[config.mk]
export PLATFORM = sky130hd
export DESIGN_NAME = shot_resolver
export DESIGN_NICKNAME = d
export VERILOG_FILES = /design/src/rtl/shot_resolver.sv
export SDC_FILE = /design/constraint.sdc
export NUM_CORES = 1
export LEC_CHECK = 0
export CAP_MARGIN = 20
export CORE_MARGIN = 4
export CORE_UTILIZATION = 51
export DETAILED_ROUTE_END_ITERATION = 8
export PLACE_DENSITY = 0.76
export SLEW_MARGIN = 15
export SYNTH_ARGS = -nofsm -noshare
export SYNTH_HDL_FRONTEND = slang
export SYNTH_SLANG_ARGS = --single-unit
export TNS_END_PERCENT = 50
[constraint.sdc]
create_clock -name clk -period 18.2 [get_ports clk]
set_input_delay 2.73 -clock clk [delete_from_list [all_inputs] [get_ports clk]]
set_output_delay 2.73 -clock clk [all_outputs]
set_load 0.03 [all_outputs]
[src/rtl/shot_resolver.sv]
// Battleship shot resolver: holds the ship placement and shot history for one
// 10x10 board, accepts one shot at a time and returns a registered hit / miss /
// repeat / invalid verdict with a fixed two-cycle accept-to-response latency.
module shot_resolver #(
  parameter int MAX_SHIP_CELLS = 17
) (
  input  logic       clk,
  input  logic       reset,
  input  logic       new_game,
  input  logic       load_en,
  input  logic [6:0] load_cell,
  input  logic       load_done,
  input  logic       shot_valid,
  input  logic [6:0] shot_cell,
  output logic       shot_ready,
  output logic       resp_valid,
  output logic       resp_hit,
  output logic       resp_miss,
  output logic       resp_repeat,
  output logic       resp_invalid,
  output logic [4:0] hits_remaining,
  output logic       game_over
);

  localparam int unsigned BOARD_CELLS = 100;

  typedef enum logic [2:0] {
    S_LOAD    = 3'd0,
    S_READY   = 3'd1,
    S_LOOKUP  = 3'd2,
    S_RESPOND = 3'd3,
    S_OVER    = 3'd4
  } state_t;

  state_t                   state_q;
  logic [BOARD_CELLS-1:0]   ship_map_q;
  logic [BOARD_CELLS-1:0]   shot_map_q;
  logic [6:0]               shot_cell_q;
  logic [4:0]               hits_q;
  logic                     game_over_q;
  logic                     shot_ready_q;
  logic                     resp_valid_q;
  logic                     resp_hit_q;
  logic                     resp_miss_q;
  logic                     resp_repeat_q;
  logic                     resp_invalid_q;

  // Placement qualification and the count as it stands after a same-cycle load.
  logic                     load_in_range;
  logic [6:0]               load_idx;
  logic                     load_ok;
  logic [4:0]               hits_after_load_d;

  // Classification of the latched shot cell.
  logic                     shot_in_range;
  logic [6:0]               shot_idx;
  logic                     cls_invalid;
  logic                     cls_repeat;
  logic                     cls_hit;
  logic                     cls_miss;

  // Qualify a placement strobe and derive the post-load ship count.
  always_comb begin
    load_in_range     = (load_cell < 7'(BOARD_CELLS));
    // Out-of-range cells are steered to index 0 so the map is never read past its end.
    load_idx          = load_in_range ? load_cell : '0;
    load_ok           = load_en && load_in_range && !ship_map_q[load_idx] &&
                        (hits_q < 5'(MAX_SHIP_CELLS));
    hits_after_load_d = hits_q + {4'b0000, load_ok};
  end

  // Priority classification of the latched shot: invalid, repeat, hit, miss.
  always_comb begin
    shot_in_range = (shot_cell_q < 7'(BOARD_CELLS));
    shot_idx      = shot_in_range ? shot_cell_q : '0;
    cls_invalid   = !shot_in_range;
    cls_repeat    = shot_in_range && shot_map_q[shot_idx];
    cls_hit       = shot_in_range && !shot_map_q[shot_idx] && ship_map_q[shot_idx];
    cls_miss      = shot_in_range && !shot_map_q[shot_idx] && !ship_map_q[shot_idx];
  end

  // Resolver FSM with board state and registered outputs; new_game overrides everything.
  always_ff @(posedge clk or posedge reset) begin
    if (reset) begin
      state_q        <= S_LOAD;
      ship_map_q     <= '0;
      shot_map_q     <= '0;
      shot_cell_q    <= '0;
      hits_q         <= '0;
      game_over_q    <= 1'b0;
      shot_ready_q   <= 1'b0;
      resp_valid_q   <= 1'b0;
      resp_hit_q     <= 1'b0;
      resp_miss_q    <= 1'b0;
      resp_repeat_q  <= 1'b0;
      resp_invalid_q <= 1'b0;
    end else if (new_game) begin
      state_q        <= S_LOAD;
      ship_map_q     <= '0;
      shot_map_q     <= '0;
      shot_cell_q    <= '0;
      hits_q         <= '0;
      game_over_q    <= 1'b0;
      shot_ready_q   <= 1'b0;
      resp_valid_q   <= 1'b0;
      resp_hit_q     <= 1'b0;
      resp_miss_q    <= 1'b0;
      resp_repeat_q  <= 1'b0;
      resp_invalid_q <= 1'b0;
    end else begin
      case (state_q)
        S_LOAD: begin
          if (load_ok) begin
            ship_map_q[load_idx] <= 1'b1;
            hits_q               <= hits_after_load_d;
          end
          // The same-cycle load is counted before deciding whether placement may end.
          if (load_done && (hits_after_load_d != '0)) begin
            state_q      <= S_READY;
            shot_ready_q <= 1'b1;
          end
        end

        S_READY: begin
          if (shot_valid) begin
            shot_cell_q  <= shot_cell;
            shot_ready_q <= 1'b0;
            state_q      <= S_LOOKUP;
          end
        end

        S_LOOKUP: begin
          resp_valid_q   <= 1'b1;
          resp_hit_q     <= cls_hit;
          resp_miss_q    <= cls_miss;
          resp_repeat_q  <= cls_repeat;
          resp_invalid_q <= cls_invalid;
          state_q        <= S_RESPOND;
        end

        S_RESPOND: begin
          resp_valid_q   <= 1'b0;
          resp_hit_q     <= 1'b0;
          resp_miss_q    <= 1'b0;
          resp_repeat_q  <= 1'b0;
          resp_invalid_q <= 1'b0;
          // The registered verdict doubles as the map-update qualifier; hit/miss imply an in-range cell.
          if (resp_hit_q || resp_miss_q) begin
            shot_map_q[shot_idx] <= 1'b1;
          end
          if (resp_hit_q && (hits_q != '0)) begin
            hits_q <= hits_q - 5'd1;
          end
          if (resp_hit_q && (hits_q <= 5'd1)) begin
            game_over_q  <= 1'b1;
            shot_ready_q <= 1'b0;
            state_q      <= S_OVER;
          end else begin
            shot_ready_q <= 1'b1;
            state_q      <= S_READY;
          end
        end

        S_OVER: begin
          game_over_q  <= 1'b1;
          shot_ready_q <= 1'b0;
        end

        default: begin
          state_q      <= S_LOAD;
          shot_ready_q <= 1'b0;
        end
      endcase
    end
  end

  assign shot_ready     = shot_ready_q;
  assign resp_valid     = resp_valid_q;
  assign resp_hit       = resp_hit_q;
  assign resp_miss      = resp_miss_q;
  assign resp_repeat    = resp_repeat_q;
  assign resp_invalid   = resp_invalid_q;
  assign hits_remaining = hits_q;
  assign game_over      = game_over_q;

endmodule

==> qor.csv, run 1 <==
stage,metric,value,unit
placement,numPortBuffers,31,
synthesis,ys.flop_type,dfrtp_1,
finish,layout-drive-gt1-share,8.12,%
finish,area_delta_synth_final,11.5,%
cts,ctsHoldBuffers,0,
grt,grtUsageTotal,29.3,%
placement,place_congestion,0.978,
finish,mostFrequentLayoutCell,dfrtp_1,
finish,num-fill-cells,1964,
cts,ctsResizeCount,0,
worst_setup_path,crit_path_top_delay_cell,o211ai_1,
worst_setup_path,start_kind,primary input,
timing,setup_viol,0,
synthesis,ys_types,69,
routing,post-route-drc-count,0,
synthesis,synth_async_sr_flop_share,100,%
die,design.core.area,22700,um2
synthesis,ys_seq_elements,222,
timing,tns,0,ns
routing,dr.first_iter.drc_count,1460,
cts,h-tree-depth,1,
run,max_cap_viol_count,0,
status,status,"complete, no violations",
grt,antenna_found_initial,0,
synthesis,ys_seq_area_share,47.1,%
pwr,leakage,5.36,nW
finish,num_antenna_cells,0,
cts,clk_path_buf_depth,3,
routing,via_per_inst,6.64,
timing,drv_slew,0,
synthesis,synth_warnings,0,
grt,grt_pass1_wl,60300,um
cts,clk_pin_slew,0.06,ns
die,fp.dieW,160,um
cts,numCtsBuffers,26,
routing,dr.pass1.iters,7,
timing,hold_viol_final,0,
routing,postRouteAntennaNets,0,
finish,final_nets,1347,
cts,clkSinkCount,222,
cts,clock_latency,0.53,ns
pwr,ir_worst_vdd,91.6,uV
die,die_area,25600,um2
timing,slew_headroom,16.1,%
die,io_pins,32,
worst_setup_path,critPathCaptureType,flop,
worst_setup_path,cp_num_buf_inv,1,
placement,hpwl,24400,um
placement,pre_cts_slack,10.50,ns
pwr,power.density,90.8,nW/um2
cts,ctsRootBufferMaster,clkbuf_16,
timing,fin_crit_sh,39.8,%
worst_setup_path,max_stage_delay,0.96,ns
placement,place_area,12200,um2
pwr,power,1.19,mW
finish,finalInstanceArea,13100,um2
timing,worstMarginPinSlew,1.25,ns
grt,grt_max_degree,103,
worst_setup_path,path_max_fanout,20,
timing,grt_setup_unrepaired,false,
grt,grt-ovfl-total,0,
timing,clock.fmax,138,MHz
synthesis,synthCells,1346,
timing,skew,0.0167,ns
finish,utilization,57.9,%
cts,cts_tree,built,
worst_setup_path,crit_arrival,7.67,ns
routing,drt_wl_total,38400,um
finish,final_cell_mix,"221 x dfrtp_1, 176 x nor2_1, 141 x a21oi_1",
synthesis,synthesis.nets,1371,
worst_setup_path,path_class,in2reg,
die,initial_core_util,51.9,%
synthesis,syn_area,11800,um2
die,rows,55,
worst_setup_path,worstPathCellList,clkdlybuf4s50_1 > o211ai_1 > nand2_1 > o221ai_1 > nand3_1 > a41oi_1 > or4_1 > nor2_1 > ha_1 > ha_1 > nor4_1 > a31oi_1 > o311ai_0 > a31oi_1 > mux2_2,
routing,route.detailed.wl_per_inst,23.6,um
worst_setup_path,worstPathRequired,18.62,ns
worst_hold_path,hp-class,reg2reg,
die,die_h,160,um
routing,vias,10800,
synthesis,synth_edf_count,0,
worst_setup_path,path_delay_family,compound AO/OA/AOI/OAI gates,
grt,grt_pass1_vias,10400,
timing,fin_crit,7.25,ns
synthesis,syn-mean-instance-area,8.76,um2
cts,postCtsSetupRepairBufs,0,
timing,fin_ws,10.95,ns
worst reg2reg max path, stage by stage, from the launching register on:
cell	delay, ns
dfrtp_1	0.74
a21boi_1	0.42
nand2b_1	0.64
nor2_1	0.25
a22oi_1	0.24
nand3_1	0.26
a311oi_1	0.70
nor4_1	0.10
nor4_1	0.49
o21ai_0	0.16
final cells by class:
type	count	area (um2)	area share, %
multi-input cells	904	5380	40.9
well taps	285	357	2.71
repair buffers	56	523	3.98
flip-flops and latches	222	5560	42.3
clock buffers	36	749	5.70
clock inverters	12	150	1.14
inverters	112	428	3.26
synth_stat cells (6+ instances only):
cell / instances / share of area, %
dfrtp_1: 222 / 47
nor2_1: 176 / 5.6
a21oi_1: 141 / 6.0
inv_1: 112 / 3.6
o22ai_1: 111 / 5.9
nand2_1: 102 / 3.2
clkbuf_1: 77 / 2.5
mux2i_1: 44 / 3.7
o21ai_0: 39 / 1.7
nor3_1: 33 / 1.4
nand3_1: 29 / 1.2
buf_2: 28 / 1.2
mux2_2: 16 / 1.5
nand2b_1: 12 / 0.64
a31oi_1: 11 / 0.58
o211ai_1: 11 / 0.70
a221oi_1: 10 / 0.74
a32oi_1: 10 / 0.74
nand4_1: 10 / 0.53
a22oi_1: 8 / 0.51
o221ai_1: 8 / 0.59
and3_1: 6 / 0.32
mux4_2: 6 / 1.1
nor2b_1: 6 / 0.32
nor4_1: 6 / 0.32
o32ai_1: 6 / 0.45
final timing paths:
path                                       startpoint                       endpoint  slack [ns]  cells past startpoint
max in group asynchronous                       reset  hits_remaining[0]$_DFFE_PP0P_       13.88                      4
setup reg to reg           shot_cell_q[5]$_DFFE_PP0P_          resp_miss$_DFFE_PP0P_       14.06                      9
hold reg to reg            shot_map_q[88]$_DFFE_PP0P_     shot_map_q[88]$_DFFE_PP0P_        0.49                      2
min in group asynchronous                       reset     shot_map_q[95]$_DFFE_PP0P_        2.65                      2
setup / recovery                         load_cell[4]         shot_ready$_DFFE_PP0P_       10.95                     15
hold / removal             shot_map_q[88]$_DFFE_PP0P_     shot_map_q[88]$_DFFE_PP0P_        0.49                      2
through the flow:
step	cells	hold slack [ns]
after global placement	1575	0.469
after floorplan	1346	0.455
after CTS	1623	0.494
final	1627	0.491
after detailed placement	1575	0.480
after global routing	1627	0.508
cells by family (layout without fill, tap and decap cells):
| group | Yosys count | in the layout | synth area share [%] |
|---|---|---|---|
| AOI/OAI and AO/OA | 421 | 421 | 22.9 |
| and+or+nand+nor | 411 | 411 | 15.7 |
| DFF | 222 | 222 | 47.1 |
| buffers and inverters | 220 | 216 | 7.30 |
| muxes | 66 | 66 | 6.41 |
| adders and majority gates | 5 | 5 | 0.531 |
| xor gates and xnor gates | 1 | 1 | 0.0743 |
flip-flops by register name, indices dropped and copies added, names as in the netlist:
register and count:
game_over 1, hits_remaining 5, resp_hit 1, resp_invalid 1
resp_miss 1, resp_repeat 1, resp_valid 1, ship_map_q 100
shot_cell_q 7, shot_map_q 100, shot_ready 1, state_q 3
where the power goes:
part	total (mW)	internal [mW]	switching, mW	leakage, nW
combinational	0.143	0.0425	0.101	1.83
clock	0.542	0.331	0.210	0.440
sequential	0.509	0.499	0.0104	3.09
total	1.19	0.872	0.321	5.36
layer usage:
| metal | wire length [um] | vias up | GRT usage [%] |
|---|---|---|---|
| met3 | 3990 | 105 | 7.35 |
| met1 | 16300 | 5303 | 42.4 |
| met2 | 16700 | 611 | 43.3 |
| li1 | - | 4779 | - |
| met5 | 0 | - | 0 |
| met4 | 1370 | 0 | 9.70 |
(Power assumes the default switching activity.)
==> run 2, diff against run 1 <==
clock period = 6.7 ns   (was 18.2 ns; I/O delays follow)
==> run 2 against run 1 <==
First-iteration DRC count grew 13%. Highest routed layer unchanged. Global-route usage up 0.13 points. Non-clock buffer count is the same. Via count grew 0.29%. Final cell count fell by 0.25%. Flip-flop and latch count did not move.
==> qor.csv, run 2 (synthesis results as in run 1) <==
stage,metric,value,unit
cts,clk_path_buf_depth,3,
cts,numCtsBuffers,25,
worst_setup_path,path_max_fanout,20,
timing,grt_setup_unrepaired,false,
routing,via_per_inst,6.67,
worst_setup_path,start_kind,primary input,
timing,clock.fmax,190,MHz
grt,antenna_found_initial,0,
pwr,ir_worst_vdd,145,uV
die,die_area,25600,um2
routing,dr.first_iter.drc_count,1648,
placement,place_congestion,1.01,
routing,vias,10800,
die,die_h,160,um
grt,grt_pass1_wl,60400,um
die,fp.dieW,160,um
die,initial_core_util,51.9,%
routing,drt_wl_total,38100,um
cts,ctsResizeCount,0,
cts,ctsHoldBuffers,0,
cts,postCtsSetupRepairBufs,0,
placement,hpwl,25000,um
finish,final_nets,1346,
worst_hold_path,hp-class,reg2reg,
grt,grt_max_degree,161,
worst_setup_path,critPathCaptureType,flop,
cts,ctsRootBufferMaster,clkbuf_16,
timing,setup_viol,0,
worst_setup_path,worstPathRequired,7.11,ns
grt,grt-ovfl-total,0,
timing,hold_viol_final,0,
cts,clkSinkCount,222,
status,status,"complete, no violations",
finish,finalInstanceArea,13100,um2
finish,largestRegisters,"ship_map_q: 100 flops, shot_map_q: 100 flops, shot_cell_q: 7 flops",
routing,route.detailed.wl_per_inst,23.5,um
cts,cts_tree,built,
timing,worstMarginPinSlew,1.16,ns
finish,utilization,57.7,%
timing,drv_slew,0,
cts,h-tree-depth,1,
run,max_cap_viol_count,0,
grt,grtUsageTotal,29.4,%
routing,post-route-drc-count,0,
finish,layout-drive-gt1-share,8.15,%
pwr,power.density,244,nW/um2
finish,mostFrequentLayoutCell,dfrtp_1,
finish,num_antenna_cells,0,
placement,numPortBuffers,31,
worst_setup_path,crit_arrival,5.67,ns
timing,slew_headroom,22.7,%
pwr,leakage,5.34,nW
grt,grt_pass1_vias,10300,
cts,clk_pin_slew,0.06,ns
die,io_pins,32,
placement,place_area,12200,um2
worst_setup_path,path_class,in2reg,
finish,area_delta_synth_final,11.1,%
timing,skew,0.0132,ns
die,rows,55,
die,design.core.area,22700,um2
finish,final_cell_mix,"221 x dfrtp_1, 175 x nor2_1, 141 x a21oi_1",
cts,clock_latency,0.54,ns
timing,fin_crit,5.26,ns
routing,dr.pass1.iters,6,
timing,tns,0,ns
routing,postRouteAntennaNets,0,
timing,fin_crit_sh,78.5,%
## run 2: changes by cell type in the layout (fill, tap and decap cells not counted), sizes merged
cell    change
clkbuf      -4
clkinv      +1
inv         -1
## run 2: cell type report
type                       instances  area [um2]
clock inverter                    12         145
timing repair buffer              56         524
tap                              285         357
inverter                         112         424
fill                            1947        9620
multi-input combinational        904        5380
sequential                       222        5560
clock buffer                      32         702
## run 2: through the flow
stage / total power [mW] / cells / worst slack [ns] / hold slack [ns]
after floorplan: 1.65 / 1346 / 2.44 / 0.455
after detailed placement: 1.78 / 1577 / 0.940 / 0.481
final: 3.19 / 1623 / 1.44 / 0.490
after CTS: 3.19 / 1621 / 1.52 / 0.495
after global placement: 1.78 / 1576 / 1.23 / 0.470
after global routing: 3.29 / 1623 / 1.07 / 0.515
## run 2: final timing paths
| check | start | endpoint | slack [ns] | cells after the start |
|---|---|---|---|---|
| worst max-delay path | load_cell[4] | shot_ready$_DFFE_PP0P_ | 1.44 | 14 |
| worst min-delay path | shot_map_q[94]$_DFFE_PP0P_ | shot_map_q[94]$_DFFE_PP0P_ | 0.49 | 2 |
| worst max register to register | shot_cell_q[4]$_DFFE_PP0P_ | resp_miss$_DFFE_PP0P_ | 2.41 | 9 |
| worst min register to register | shot_map_q[94]$_DFFE_PP0P_ | shot_map_q[94]$_DFFE_PP0P_ | 0.49 | 2 |
| max in group asynchronous | reset | ship_map_q[98]$_DFFE_PP0P_ | 4.30 | 4 |
| min in group asynchronous | reset | shot_map_q[37]$_DFFE_PP0P_ | 1.08 | 3 |
## run 2: where the power goes
part	switching, mW	internal, mW
registers	0.0318	1.35
clock network	0.565	0.854
logic	0.270	0.116
## run 2: layer usage
layer	global-route usage, %	share of wire, %
met1	43.1	42
met2	43.3	44
met3	6.58	11
met4	10.0	3.2
met5	0	0
## run 2: worst max-delay path: stages
cell and delay (ns):
clkdlybuf4s50_1 0.75, o311ai_1 0.71, nand2_1 0.31, a21boi_1 0.21, o32ai_1 0.26, o31ai_1 0.10, or4_1 0.70, nor2_1 0.19
ha_1 0.25, ha_1 0.24, a31oi_1 0.10, o311ai_0 0.41, a31oi_1 0.15, mux2_2 0.29
